==> src/rtl/imem_arb.sv <==
// imem_arb: arbitrates a read-only CPU fetch port and a read/write loader port
// onto a single-ported instruction memory.
//
// Ports:
//   clk, reset                   clock, asynchronous active-high reset
//   fetch_req/addr               CPU read request and word address
//   fetch_gnt/rvalid/rdata/err   CPU grant and one-cycle-later read response
//   load_req/we/lock/addr/wdata  loader request, write enable, exclusive lock
//   load_gnt/rvalid/rdata/err    loader grant and read response
//   locked                       high while the loader owns the memory
//   mem_en/we/addr/wdata         memory strobes, driven from the granted port
//   mem_rdata                    memory read data, valid one cycle after a read
module imem_arb #(
  parameter int MEM_SIZE = 256,
  parameter int MAX_WAIT = 4
) (
  input  logic                        clk,
  input  logic                        reset,
  input  logic                        fetch_req,
  input  logic [31:0]                 fetch_addr,
  output logic                        fetch_gnt,
  output logic                        fetch_rvalid,
  output logic                        fetch_err,
  output logic [31:0]                 fetch_rdata,
  input  logic                        load_req,
  input  logic                        load_we,
  input  logic                        load_lock,
  input  logic [31:0]                 load_addr,
  input  logic [31:0]                 load_wdata,
  output logic                        load_gnt,
  output logic                        load_rvalid,
  output logic                        load_err,
  output logic                        locked,
  output logic [31:0]                 load_rdata,
  output logic                        mem_en,
  output logic                        mem_we,
  output logic [$clog2(MEM_SIZE)-1:0] mem_addr,
  output logic [31:0]                 mem_wdata,
  input  logic [31:0]                 mem_rdata
);

  localparam int AW = $clog2(MEM_SIZE);
  localparam int WW = $clog2(MAX_WAIT + 2);
  localparam logic [WW-1:0] WAIT_LIM = WW'(MAX_WAIT);

  typedef enum logic {RUN = 1'b0, LOCK = 1'b1} state_t;

  state_t        state, state_nxt;
  logic [WW-1:0] wait_cnt, wait_nxt;
  logic          rd_fetch_p0, rd_load_p0, oor_p0;
  logic          rsp_fetch_p1, rsp_load_p1, rsp_err_p1;

  function automatic logic in_range(input logic [31:0] a);
    return a < 32'(MEM_SIZE);
  endfunction

  always_ff @(posedge clk or posedge reset) begin
    if (reset) begin
      state    <= RUN;
      wait_cnt <= '0;
    end else begin
      state    <= state_nxt;
      wait_cnt <= wait_nxt;
    end
  end

  // Stage p0: grant decision and memory strobes, all in the request cycle.
  // Reset gates everything so outputs drop to zero without waiting for an edge.
  always_comb begin
    state_nxt   = state;
    wait_nxt    = '0;
    fetch_gnt   = 1'b0;
    load_gnt    = 1'b0;
    mem_en      = 1'b0;
    mem_we      = 1'b0;
    mem_addr    = '0;
    mem_wdata   = '0;
    oor_p0      = 1'b0;
    rd_fetch_p0 = 1'b0;
    rd_load_p0  = 1'b0;
    if (!reset) begin
      case (state)
        RUN: begin
          if (load_lock) state_nxt = LOCK;
          // The loader wins only once it has been starved MAX_WAIT cycles.
          if (fetch_req && !(load_req && wait_cnt == WAIT_LIM)) fetch_gnt = 1'b1;
          else                                                   load_gnt  = load_req;
        end
        LOCK: begin
          if (!load_lock) state_nxt = RUN;
          load_gnt = load_req;
        end
        default: state_nxt = RUN;
      endcase

      if (fetch_gnt) begin
        oor_p0      = !in_range(fetch_addr);
        mem_en      = !oor_p0;
        mem_addr    = oor_p0 ? '0 : fetch_addr[AW-1:0];
        rd_fetch_p0 = 1'b1;
      end else if (load_gnt) begin
        oor_p0     = !in_range(load_addr);
        mem_en     = !oor_p0;
        mem_we     = !oor_p0 && load_we;
        mem_addr   = oor_p0 ? '0 : load_addr[AW-1:0];
        mem_wdata  = (!oor_p0 && load_we) ? load_wdata : '0;
        // Out-of-range writes are dropped and produce no response at all.
        rd_load_p0 = !load_we;
      end

      if (load_req && !load_gnt)
        wait_nxt = (wait_cnt == WAIT_LIM) ? wait_cnt : wait_cnt + WW'(1);
    end
  end

  // Stage p1: response owner and error flag, one entry per cycle so
  // back-to-back grants never overlap.
  always_ff @(posedge clk or posedge reset) begin
    if (reset) begin
      rsp_fetch_p1 <= 1'b0;
      rsp_load_p1  <= 1'b0;
      rsp_err_p1   <= 1'b0;
    end else begin
      rsp_fetch_p1 <= rd_fetch_p0;
      rsp_load_p1  <= rd_load_p0;
      rsp_err_p1   <= oor_p0 && (rd_fetch_p0 || rd_load_p0);
    end
  end

  assign fetch_rvalid = rsp_fetch_p1;
  assign fetch_err    = rsp_fetch_p1 && rsp_err_p1;
  assign fetch_rdata  = (rsp_fetch_p1 && !rsp_err_p1) ? mem_rdata : '0;
  assign load_rvalid  = rsp_load_p1;
  assign load_err     = rsp_load_p1 && rsp_err_p1;
  assign load_rdata   = (rsp_load_p1 && !rsp_err_p1) ? mem_rdata : '0;
  assign locked       = (state == LOCK);

endmodule

==> config.mk <==
export PLATFORM = sky130hd
export DESIGN_NAME = imem_arb
export DESIGN_NICKNAME = d
export VERILOG_FILES = /design/src/rtl/imem_arb.sv
export SDC_FILE = /design/constraint.sdc
export NUM_CORES = 1
export LEC_CHECK = 0
export CORE_AREA = 4 4 95 97
export DETAILED_ROUTE_END_ITERATION = 10
export DIE_AREA = 0 0 99 101
export DONT_BUFFER_PORTS = 1
export PLACE_DENSITY = 0.3
export SYNTH_ARGS = -nofsm -noshare
export SYNTH_HDL_FRONTEND = slang
export SYNTH_SLANG_ARGS = --single-unit
==> constraint.sdc <==
create_clock -name clk -period 2.8 [get_ports clk]
set_input_delay 0.56 -clock clk [delete_from_list [all_inputs] [get_ports clk]]
set_output_delay 0.56 -clock clk [all_outputs]
set_load 0.02 [all_outputs]
# Yosys cells after proc, flatten, opt, wreduce, memory -nomap -nowiden
# Index checks and enable logic that the tools add are counted.
[word_totals]
out_inout_bits = 113
elab_cells = 64
register_bits = 7
input_bits = 134
[op_classes]
n_addsub = 1
muxes = 37
n_lt_le_gt_ge = 2
reduce_logical = 16
n_eq_ne = 2
bitwise = 1
[op_table]
columns = ["operator", "n"]
rows = [
  ["2-to-1 mux 32 bit", 6],
  ["< comparator 32 x 9 -> 1 bit, second input constant", 2],
  ["2-to-1 mux 8 bit", 5],
  ["2-to-1 mux 1 bit", 22],
  ["logical AND 1 bit", 9],
  ["2-to-1 mux 3 bit", 3],
  ["logical NOT 1 bit", 6],
  ["adder 3 x 1 -> 3 bit, second input constant", 1],
  ["equality test 3 bit, second input constant", 1],
  ["!= test 3 bit, second input constant", 1],
  ["one-hot mux 1 bit (2 select lines)", 1],
  ["logical OR 1 bit", 1],
  ["NOT 1 bit", 1],
]

# Depth between registers and ports, before layout
[depth]
ltp_word = 12
mapped_depth = 7
ltp_nobuf = 6

# Worst setup path before layout
# OpenSTA, ideal clock, no wires.
[synth_timing]
path_kind = "input to output"
start = "input load_addr[8]"
end = "output mem_wdata[22]"
path_slack_ns = 0.407
path_stages = 5
t_required_ns = 2.240
arrival_ns = 1.833
path_buffers = 1
path_cell_list = "nor4_2 > nand4_2 > nor4_4 > buf_6 > and2_1"
[synth_between]
elab_chain_len = 6
[synth_lines]
columns = ["element", "line", "source"]
rows = [
  ["start: declaration", "28", "input logic [31:0] load_addr,"],
  ["< comparator 32 x 9 -> 1 bit", "54", "return a < 32'(MEM_SIZE);"],
  ["logical AND 1 bit", "106", "mem_wdata = (!oor_p0 && load_we) ? load_wdata : '0;"],
  ["2-to-1 mux 32 bit", "106", ""],
  ["2-to-1 mux 32 bit", "101", "end else if (load_gnt) begin"],
  ["2-to-1 mux 32 bit", "96", "if (fetch_gnt) begin"],
  ["2-to-1 mux 32 bit", "81", "if (!reset) begin"],
  ["end: declaration", "38", "output logic [31:0] mem_wdata,"],
]
# Every way passes these cells.

# Worst setup path in the final report
[layout_timing]
start = "register wait_cnt[0]"
end = "output mem_wdata[2]"
[layout_between]
elab_chain_len = 10
word_cells_on_any_way = 13
cone_classes = "1 x eq/ne; 9 x mux; 3 x reduce/logical"
[layout_lines]
columns = ["element", "line", "source"]
rows = [
  ["start: declaration", "49", "logic [WW-1:0] wait_cnt, wait_nxt;"],
  ["start signal: assignment", "63", "wait_cnt <= wait_nxt;"],
  ["equality test 3 bit *", "86", "if (fetch_req && !(load_req && wait_cnt == WAIT_LIM)) fetch_gnt = 1'b1;"],
  ["logical AND 1 bit *", "86", ""],
  ["logical NOT 1 bit *", "86", ""],
  ["logical AND 1 bit *", "86", ""],
  ["2-to-1 mux 1 bit", "86", ""],
  ["one-hot mux 1 bit (2 select lines)", "82", "case (state)"],
  ["2-to-1 mux 1 bit", "81", ""],
  ["2-to-1 mux 32 bit", "101", ""],
  ["2-to-1 mux 32 bit *", "96", ""],
  ["2-to-1 mux 32 bit *", "81", ""],
]
# Mark *: on every way between the ends. The rest lies on a longest branch, timed or not. The select of a mux whose other input is x is not followed.

==> results.yml <==
placement:
  gp_congestion: 0.794
  io_buffers: 0
  hpwl_um: 4920
route:
  drt-pass1-iter-count: 4
  vias: 1277
  drtAntennaViolNets: 0
  drc: 0
  post_drt_via_cell_ratio: 4.64
  drt_iter0_drc: 18
  wire_per_inst_um: 19.6
  wl_um: 5380
final_layout:
  insertedDiodeCount: 0
  drive_gt1_frac: 0.106
  nets: 307
  area.growth.synth_to_final_pct: 13.3
  n_fill_cell: 910
  final_util: 0.177
grt:
  antenna_found_initial: 0
  grt_usage: 0.0849
  grt_overflow_total: 0
  grt_pass1_vias: 1213
  grt_pass1_wl_um: 6610
  grt_max_degree: 34
critical_path:
  crit_end: "mem_wdata[2]"
  r2r_slack_ps: 1290
  worstPathArrival_ps: 2030
  path_cells: "inv_1 -> ha_1 -> and2_1 -> o21ai_1 -> nor4_4 -> buf_6 -> and2_1"
  critPathRequiredTime_ps: 2240
  critPathMaxFanout: 33
  crit_start: "wait_cnt[0]$_DFFE_PP0P_"
  max_stage_delay_ps: 390
  cp_slowest_cell: "dfrtp_1"
  path_class: "register to output port"
  timing.rr.end: "rsp_err_p1$_DFF_PP0_"
  crit_path_end_kind: "output port"
  rr_startpoint: "wait_cnt[0]$_DFFE_PP0P_"
  start_kind: "register"
  critPathMostFrequentCell: "and2_1"
  crit_buf_inv: 2
  critical_path.top_delay_family: "simple AND/OR/NAND/NOR gates"
  rr_worst_depth: 6
  path_depth: 7
floorplan:
  start_util: 0.156
  die_w_um: 99
  core_um2: 8130
  die_area_um2: 10000
  io_pins: 247
  dieHeight_um: 101
  num_rows: 33
cts:
  clock_latency_ps: 220
  cts.clk_slew.worst_paths_ps: 40
  clock_path_buffers: 2
  cts_made_buffers: 3
  cts_root_buffer: "clkbuf_8"
  clock_sinks: 7
  htreeDepth: 1
  cts_tree: "yes"
timing:
  slew_headroom: 0.711
  finalCritPeriodShare: 0.924
  setup_violations: 0
  clock_skew_ps: 2.61
  rsz0062_at_grt: "no"
  hold_viol_final: 0
  fin_crit_ps: 2590
  slew_violations: 0
  tightest_slew_ps: 431
  tns_ps: 0
  max_freq_ghz: 0.386
power:
  p_comb_frac: 0.266
  p_int_uw: 230
  p_sw_frac: 0.336
  power.density_nw_per_um2: 240
  leakage_nw: 0.588
  pwr-share-seq: 0.329
  peakVddDrop_mv: 0.133
  switching_power_uw: 116
  power_frac_clock: 0.406
  finalPower_uw: 346
logic_synthesis:
  synth_most_common_cell: "and2_1"
  synth.distinct_cells: 27
  synth_area_leaders: "and2_1 (49%), dfrtp_1 (14%), a22o_1 (5.5%)"
  ys_top_cells_by_count: "and2_1 (99), a22o_1 (8), nor4_1 (8), dfrtp_1 (7), clkbuf_1 (6)"
  ys_warn_count: 0
  syn_area_um2: 1270
  synthArstFlopShare: 1.00
  syn_nets: 305
  avgSynthCellArea_um2: 7.52
  seq_area_frac_synth: 0.138
  ys_ff_latch: 7
  synth-edff-count: 0
  synth_cells: 169
  synth_area_leader_cell: "and2_1"
  synth_top_area_frac: 0.487
  synth_ff_type: "dfrtp_1"
status:
  status: "finished clean"
min_path:
  min_path_type: "input pin to async pin"
run:
  cap_violations: 0
-- power groups by stage --
stage	clock network (mW)	logic (mW)	registers, mW
2_1_floorplan	0	0.0815	0.113
3_3_place_gp	0	0.0948	0.116
3_5_place_dp	0	0.0939	0.116
4_1_cts	0.145	0.0939	0.114
5_1_grt	0.150	0.0993	0.115
6_report	0.140	0.0920	0.114
-- state kept, by name, summed over array words and instances (netlist names) --
register      count
rsp_err_p1        1
fetch_rvalid      1
wait_cnt          3
load_rvalid       1
locked            1
-- metrics by stage --
step	area, um^2	setup slack, ps	hold WS [ps]	instances
after floorplan	1270	407	372	169
after global placement	1380	309	419	270
after detailed placement	1380	297	427	270
after CTS	1430	118	184	274
after global routing	1440	17.0	206	275
final	1440	213	174	275
-- placed cells by master (no fill, tap or decap), types with 2 or more instances in the layout --
master	n
nor2_1	2
o21ai_0	2
nor2b_1	3
nor4_4	2
nor4_1	8
buf_4	5
inv_1	5
ha_1	2
nor4_2	4
nand2_1	3
a211oi_1	2
clkbuf_8	3
nor3_1	2
dfrtp_1	7
and2_1	99
a22o_1	8
-- cells by family after synthesis --
| family | after synthesis | synth area share |
|---|---|---|
| AO/OA/AOI/OAI | 16 | 0.0984 |
| XOR/XNOR | 1 | 0.00689 |
| adder cells (fa/ha/maj) | 2 | 0.0197 |
| buffers and inverters | 14 | 0.0591 |
| flip-flops | 7 | 0.138 |
| multiplexers | 1 | 0.00886 |
| AND/OR/NAND/NOR | 128 | 0.669 |
-- what timing repair did --
action                     in CTS  in global routing
setup endpoints to repair       0                 36
resized for setup               0                  1
setup buffers                   0                  1
hold buffers                    0                  0
-- cell type report --
class / count / area, um^2 / area share
Clock buffer: 4 / 45.0 / 0.0313
Sequential cell: 7 / 175 / 0.122
Timing Repair Buffer: 6 / 48.8 / 0.0339
Multi-Input combinational cell: 148 / 1020 / 0.709
Inverter: 5 / 18.8 / 0.0130
Tap cell: 105 / 131 / 0.0912
-- per-layer routing --
layer | routed length [um] | up-vias | track usage
li1 | - | 560 | -
met5 | 0 | - | 0
met2 | 2820 | 144 | 0.160
met4 | 23 | 0 | 0.0189
met3 | 722 | 2 | 0.0152
met1 | 1820 | 571 | 0.0991
-- worst min-delay path by stage --
stage / end / from / cells after the start / slack [ps]
floorplan: fetch_rvalid$_DFF_PP0_ / reset / 1 / 370
detailed placement: locked$_DFFE_PP0N_ / reset / 1 / 430
global route: locked$_DFFE_PP0N_ / reset / 1 / 210
CTS: locked$_DFFE_PP0N_ / reset / 1 / 180
global placement: locked$_DFFE_PP0N_ / reset / 1 / 420
finish: locked$_DFFE_PP0N_ / reset / 1 / 170
Power figures use the tool's default switching activity.
